--- src/rtl/apbspi_spi_slave_ctrl_if.sv ---
// SPI bus bundle shared by the APB-SPI slave controller and its bus drivers.
interface apbspi_spi_if;
  logic cs;
  logic sck;
  logic mosi;
  logic miso;

  modport slave  (input cs, input sck, input mosi, output miso);
  modport master (output cs, output sck, output mosi, input miso);
endinterface

--- src/rtl/apbspi_spi_slave_ctrl.sv ---
// SPI mode-0, LSB-first slave frame controller between an oversampled SPI bus
// and TX/RX word FIFOs.
module apbspi_spi_slave_ctrl #(
  parameter int unsigned WIDTH       = 32,
  parameter int unsigned SYNC_STAGES = 2
) (
  input  logic             clk_p,
  input  logic             nrst,
  apbspi_spi_if.slave      spi_if,
  input  logic             enable,
  input  logic             tx_fifo_empty,
  input  logic [WIDTH-1:0] tx_fifo_read_data,
  output logic             tx_fifo_pop,
  input  logic             rx_fifo_full,
  output logic [WIDTH-1:0] rx_fifo_write_data,
  output logic             rx_fifo_push,
  output logic             busy,
  output logic             frame_done,
  output logic             frame_abort,
  output logic             rx_overrun,
  output logic             tx_underrun
);

  localparam int unsigned   CW   = $clog2(WIDTH + 1);
  localparam logic [CW-1:0] FULL = CW'(WIDTH);
  localparam logic [CW-1:0] LAST = CW'(WIDTH - 1);
  localparam logic [1:0]    FILL = 2'(SYNC_STAGES);

  typedef enum logic [1:0] {IDLE, LOAD, SHIFT} state_t;

  state_t                 state;
  logic [SYNC_STAGES-1:0] cs_pipe, sck_pipe, mosi_pipe;
  logic                   cs_sync, sck_sync, mosi_sync;
  logic                   cs_prev, sck_prev;
  logic                   cs_fall, cs_rise, sck_rise, sck_fall;
  logic [1:0]             fill_cnt;
  logic                   armed;
  logic                   skip_fall;
  logic [CW-1:0]          bit_cnt;
  logic [WIDTH-1:0]       tx_shift, rx_shift;

  assign cs_sync   = cs_pipe[SYNC_STAGES-1];
  assign sck_sync  = sck_pipe[SYNC_STAGES-1];
  assign mosi_sync = mosi_pipe[SYNC_STAGES-1];
  assign cs_fall   = cs_prev & ~cs_sync;
  assign cs_rise   = ~cs_prev & cs_sync;
  assign sck_rise  = ~sck_prev & sck_sync;
  assign sck_fall  = sck_prev & ~sck_sync;

  // A cs level held low through reset looks like a fall once the pipe refills;
  // only arm frame starts after a genuine high level has been seen post-refill.
  always_ff @(posedge clk_p or negedge nrst) begin
    if (!nrst) begin
      cs_pipe   <= '1;
      sck_pipe  <= '0;
      mosi_pipe <= '0;
      cs_prev   <= 1'b1;
      sck_prev  <= 1'b0;
      fill_cnt  <= '0;
      armed     <= 1'b0;
    end else begin
      cs_pipe   <= {cs_pipe[SYNC_STAGES-2:0], spi_if.cs};
      sck_pipe  <= {sck_pipe[SYNC_STAGES-2:0], spi_if.sck};
      mosi_pipe <= {mosi_pipe[SYNC_STAGES-2:0], spi_if.mosi};
      cs_prev   <= cs_sync;
      sck_prev  <= sck_sync;
      if (fill_cnt != FILL) fill_cnt <= fill_cnt + 2'd1;
      else if (cs_sync)     armed    <= 1'b1;
    end
  end

  always_ff @(posedge clk_p or negedge nrst) begin
    if (!nrst) begin
      state              <= IDLE;
      bit_cnt            <= '0;
      tx_shift           <= '0;
      rx_shift           <= '0;
      skip_fall          <= 1'b0;
      tx_fifo_pop        <= 1'b0;
      rx_fifo_push       <= 1'b0;
      rx_fifo_write_data <= '0;
      frame_done         <= 1'b0;
      frame_abort        <= 1'b0;
      rx_overrun         <= 1'b0;
      tx_underrun        <= 1'b0;
    end else begin
      tx_fifo_pop  <= 1'b0;
      rx_fifo_push <= 1'b0;
      frame_done   <= 1'b0;
      frame_abort  <= 1'b0;
      rx_overrun   <= 1'b0;
      tx_underrun  <= 1'b0;
      if (sck_fall) skip_fall <= 1'b0;

      if (!enable) begin
        state     <= IDLE;
        skip_fall <= 1'b0;
      end else begin
        case (state)
          IDLE: if (cs_fall && armed) state <= LOAD;
          LOAD: begin
            if (cs_rise) begin
              frame_abort <= 1'b1;
              state       <= IDLE;
            end else begin
              if (!tx_fifo_empty) begin
                tx_shift    <= tx_fifo_read_data;
                tx_fifo_pop <= 1'b1;
              end else begin
                tx_shift    <= '0;
                tx_underrun <= 1'b1;
              end
              bit_cnt <= '0;
              state   <= SHIFT;
            end
          end
          SHIFT: begin
            if (bit_cnt == FULL) begin
              frame_done         <= 1'b1;
              rx_fifo_write_data <= rx_shift;
              if (!rx_fifo_full) rx_fifo_push <= 1'b1;
              else               rx_overrun   <= 1'b1;
              state <= cs_sync ? IDLE : LOAD;
            end else if (cs_rise && !(sck_rise && bit_cnt == LAST)) begin
              frame_abort <= 1'b1;
              state       <= IDLE;
            end else begin
              if (sck_rise) begin
                rx_shift <= {mosi_sync, rx_shift[WIDTH-1:1]};
                bit_cnt  <= bit_cnt + CW'(1);
                // The trailing fall of the last bit must not disturb the next word.
                if (bit_cnt == LAST) skip_fall <= 1'b1;
              end
              if (sck_fall && !skip_fall) tx_shift <= {1'b0, tx_shift[WIDTH-1:1]};
            end
          end
          default: state <= IDLE;
        endcase
      end
    end
  end

  assign busy        = (state != IDLE);
  assign spi_if.miso = (!cs_sync && state != IDLE) ? tx_shift[0] : 1'b0;

endmodule

--- src/flat_wrapper.sv ---
// flat-port wrapper written by rule: the top's interface ports become plain ports
module apbspi_spi_slave_ctrl_flat 
#(
  parameter int unsigned WIDTH       = 32,
  parameter int unsigned SYNC_STAGES = 2
)
  (clk_p, nrst, enable, tx_fifo_empty, tx_fifo_read_data, tx_fifo_pop, rx_fifo_full, rx_fifo_write_data, rx_fifo_push, busy, frame_done, frame_abort, rx_overrun, tx_underrun, spi_if_cs, spi_if_sck, spi_if_mosi, spi_if_miso);
  apbspi_spi_if spi_if_i ();
  input  logic clk_p;
  input  logic nrst;
  input  logic enable;
  input  logic tx_fifo_empty;
  input  logic [WIDTH-1:0] tx_fifo_read_data;
  output logic tx_fifo_pop;
  input  logic rx_fifo_full;
  output logic [WIDTH-1:0] rx_fifo_write_data;
  output logic rx_fifo_push;
  output logic busy;
  output logic frame_done;
  output logic frame_abort;
  output logic rx_overrun;
  output logic tx_underrun;
  input wire logic [$bits(spi_if_i.cs)-1:0] spi_if_cs;
  input wire logic [$bits(spi_if_i.sck)-1:0] spi_if_sck;
  input wire logic [$bits(spi_if_i.mosi)-1:0] spi_if_mosi;
  output wire logic [$bits(spi_if_i.miso)-1:0] spi_if_miso;
  assign spi_if_i.cs = spi_if_cs;
  assign spi_if_i.sck = spi_if_sck;
  assign spi_if_i.mosi = spi_if_mosi;
  assign spi_if_miso = spi_if_i.miso;
  apbspi_spi_slave_ctrl #(.WIDTH(WIDTH), .SYNC_STAGES(SYNC_STAGES)) u_core (.clk_p(clk_p), .nrst(nrst), .spi_if(spi_if_i), .enable(enable), .tx_fifo_empty(tx_fifo_empty), .tx_fifo_read_data(tx_fifo_read_data), .tx_fifo_pop(tx_fifo_pop), .rx_fifo_full(rx_fifo_full), .rx_fifo_write_data(rx_fifo_write_data), .rx_fifo_push(rx_fifo_push), .busy(busy), .frame_done(frame_done), .frame_abort(frame_abort), .rx_overrun(rx_overrun), .tx_underrun(tx_underrun));
endmodule
--- config.mk ---
export PLATFORM = sky130hd
export DESIGN_NAME = apbspi_spi_slave_ctrl_flat
export DESIGN_NICKNAME = d
export VERILOG_FILES = /design/src/rtl/apbspi_spi_slave_ctrl_if.sv /design/src/rtl/apbspi_spi_slave_ctrl.sv /design/src/flat_wrapper.sv
export SDC_FILE = /design/constraint.sdc
export NUM_CORES = 1
export LEC_CHECK = 0
export BUFFER_PORTS_ARGS = -buffer_cell sky130_fd_sc_hd__buf_2
export CAP_MARGIN = 30
export CORE_MARGIN = 2
export CORE_UTILIZATION = 35
export CTS_BUF_LIST = sky130_fd_sc_hd__clkbuf_8
export DETAILED_ROUTE_END_ITERATION = 8
export GPL_TIMING_DRIVEN = 0
export MAX_ROUTING_LAYER = met4
export PLACE_DENSITY = 0.67
export SYNTH_ARGS = -nofsm -noshare
export SYNTH_HDL_FRONTEND = slang
export SYNTH_SLANG_ARGS = --single-unit
export TNS_END_PERCENT = 50
--- constraint.sdc ---
create_clock -name clk_p -period 1.8 [get_ports clk_p]
set_input_delay 0.27 -clock clk_p [delete_from_list [all_inputs] [get_ports clk_p]]
set_output_delay 0.27 -clock clk_p [all_outputs]
set_load 0.05 [all_outputs]
==> summary.txt <==
Status
  • Failing checks: setup timing
  • Status: finished, violations left

Drt
  • Wirelength per Cell: 15.9 um
  • First-pass DRT Iterations: 4
  • Top Metal Used: met4
  • DR iter-0 viols: 175
  • DRT Wirelength: 11,300 um
  • Drt drc: 0
  • Met3 wire length: 551 um
  • Met2 WL post-DR: 5400 um
  • Routed vias/inst: 4.81
  • M1 WL: 5100 um
  • Via count: 3,405
  • Post-route ant nets: 0

STA
  • Crit share post-route: 108%
  • Slew @ Worst Pin: 0.473 ns
  • Fin worst setup slack: -0.150 ns
  • Unrepaired setup endpoints after global routing: yes
  • Achievable Freq: 0.513 GHz
  • Setup_tns: -9.83 ns
  • Minimum clock period: 1.95 ns
  • Skew final: 0.0127 ns
  • Final setup violation count: 92
  • Rel. slew slack: 68.5%
  • Slew Limit Fails: 0
  • Final Hold Viols: 0

Logic synthesis
  • Seq cells post-synth: 122
  • Top FF cell, synth: dfrtp_1
  • Ys async rst share: 100%
  • EDFF count, synth: 0
  • Synth unique cells: 46
  • Synth Area per Inst: 15.0 sq um
  • Gate Count Post-Synth: 365
  • Syn_nets: 412
  • Synthesized area: 5470 sq um
  • Register area share after synthesis: 55.9%
  • Yosys warns: 0

Layout
  • Fill cells: 1,365
  • Nets: 531
  • Area Growth Syn to Fin: 28.0%
  • Ant diodes: 0
  • Proportion of layout cells with a drive suffix above 1: 53.7%
  • Non-Filler Instances: 708

Clock tree
  • Clock slew at reported path FFs: 0.08 ns
  • Root Driver: clkbuf_8
  • CTS tree: built
  • H-tree levels: 4
  • Worst-skew pair later-pin latency: 0.45 ns
  • Max clock buf depth: 2
  • Clk sinks: 122
  • TritonCTS buffer count: 17

Floorplanning
  • Die Y: 129 um
  • Core Box Area: 15,300 sq um
  • IO Count: 80
  • Horiz. Die Dim: 129 um
  • Die ar.: 16,600 sq um
  • Starting density of the core: 35.8%
  • Num rows: 45

GRT
  • Pin count of the biggest net entering global routing: 89
  • Initial antenna violation count: 0
  • Global-route wire length before repair: 17,900 um
  • Number of global-route vias before repair: 3,591
  • Grt ovf: 0
  • GRT Util Overall: 14.3%

Placed design
  • Post-DP HPWL: 7310 um
  • Port bufs: 78
  • DP Cell Count: 655
  • Routability Congestion: 0.869

Power
  • Clock power share: 31.7%
  • Total power: 0.00822 W
  • Sequential share of power: 41.7%
  • Cell-internal power: 0.00583 W
  • Peak VDD IR: 645 uV
  • Switching power: 0.00239 W
  • P per Cell Area: 1180 nW/um^2
  • Switching share of power: 29.1%
  • Leakage power figure: 3.46 nW
  • Combinational Power Share: 26.7%

Critical path
  • Critical path class: reg -> reg
  • CP startpoint kind: flip-flop
  • Arrival time worst endpoint: 2.28 ns
  • Worst Path Required: 2.13 ns
  • Endpoint class of the critical path: flip-flop
  • Max FO, Critical Path: 8

Run
  • Number of max-cap violations: 0

Worst hold path
  • Hold crit path type: in -> reg
==> layer usage <==
metal	up-vias	GRT usage, %
li1	1561	-
met1	1727	17.7
met2	99	21.8
met3	18	4.28
met4	0	6.01
met5	-	-
==> cell type report <==
cell class	instances	area [sq um]	area share [%]
plain buffers	18	205	2.93
clock buffers	19	262	3.74
clock inverters	13	166	2.38
multi-input cells	209	2290	32.7
flip-flops and latches	122	3060	43.7
inverters	15	56.3	0.805
well taps	211	264	3.77
repair buffers	101	696	9.95
==> cells by family (layout without fill, tap and decap cells) <==
| family | count (synthesis) | count (layout) | share of synthesized area (%) |
|---|---|---|---|
| AO/OA/AOI/OAI | 59 | 59 | 8.86 |
| XOR/XNOR | 1 | 1 | 0.160 |
| adder cells (fa/ha/maj) | 7 | 7 | 1.60 |
| buffers and inverters | 34 | 166 | 3.89 |
| flip-flops | 122 | 122 | 55.9 |
| multiplexers | 98 | 98 | 24.2 |
| AND/OR/NAND/NOR | 44 | 44 | 5.38 |
==> power by group through the flow <==
stage               Combinational, W  Sequential, W  Clock [W]
floorplan                    0.00146        0.00340          0
global placement             0.00179        0.00343          0
detailed placement           0.00185        0.00346          0
CTS                          0.00208        0.00342    0.00267
global route                 0.00234        0.00346    0.00281
finish                       0.00219        0.00343    0.00261
==> worst max-delay path, cell delays in order, from the launching register on <==
cell and delay (ns):
dfrtp_2 0.42, ha_4 0.17, or2b_4 0.26, o21ai_2 0.12, and4_1 0.23, buf_8 0.18
clkbuf_16 0.17, mux2_4 0.29
==> registers in the layout, indices dropped and copies added, names as in the netlist, 2 cells and up <==
signal / flops
u_core.tx_shift: 32
u_core.rx_fifo_write_data: 32
u_core.state: 2
u_core.bit_cnt: 6
u_core.sck_pipe: 2
u_core.cs_pipe: 2
u_core.mosi_pipe: 2
u_core.rx_shift: 32
u_core.fill_cnt: 2
==> cell usage in the layout, fill, tap and decap left out, types with 4 or more instances in the layout <==
master,instances
a22o_1,30
buf_12,6
buf_2,76
buf_4,15
clkbuf_16,5
clkbuf_8,20
dfrtp_1,118
dlygate4sd3_1,5
ha_4,4
inv_1,11
inv_2,4
mux2_2,35
mux2_4,60
nand2_1,6
nand3_1,4
nor2_1,7
nor3_1,5
o211ai_1,6
o21ai_0,5
==> worst paths after layout <==
path                       slack [ns]  cells past startpoint                               to                     startpoint
max reg2reg                     -0.15                      7  u_core.rx_shift[23]$_DFFE_PN0P_  u_core.bit_cnt[1]$_DFFE_PN0P_
min reg2reg                      0.36                      0    u_core.mosi_pipe[1]$_DFF_PN0_  u_core.mosi_pipe[0]$_DFF_PN0_
max in group asynchronous        0.77                      3    u_core.bit_cnt[1]$_DFFE_PN0P_                           nrst
max                             -0.15                      7  u_core.rx_shift[23]$_DFFE_PN0P_  u_core.bit_cnt[1]$_DFFE_PN0P_
min                              0.05                      2     u_core.tx_fifo_pop$_DFF_PN0_                  tx_fifo_empty
min in group asynchronous        0.28                      2  u_core.rx_shift[27]$_DFFE_PN0P_                           nrst
==> per-stage QoR <==
step	utilization (%)	worst slack (ns)	instance area, sq um	hold slack (ns)
floorplan	-	-0.0353	5490	-0.0256
finish	45.8	-0.150	6990	0.0495
detailed placement	40.5	-0.458	6180	0.181
global route	45.8	-0.207	6990	0.0198
global placement	40.3	-1.04	6150	0.343
CTS	44.8	-0.156	6830	0.0113
==> synth_stat cells, types with 4 or more instances <==
cell type  number  area (sq um)
nor3_1          5          25.0
mux2_4         59           886
buf_2           4          20.0
mux2_2         36           405
nand3_1         4          20.0
inv_1          15          56.3
buf_6           4          45.0
ha_1            7          87.6
clkbuf_1        7          26.3
o211ai_1        6          45.0
dfrtp_1       119          2980
nor2_1          8          30.0
o21ai_0         6          30.0
nand2_1         7          26.3
a22o_1         30           263
==> repair_timing <==
item | 4_1_cts | 5_1_grt
setup endpoints to repair | 99 | 101
cloned | 0 | 5
hold endpoints to repair | 38 | 0
setup buffers | 7 | 5
resized for setup | 27 | 6
hold buffers | 5 | 0
pin swaps | 3 | 3
Note: power is estimated with default switching activity, not from simulation.
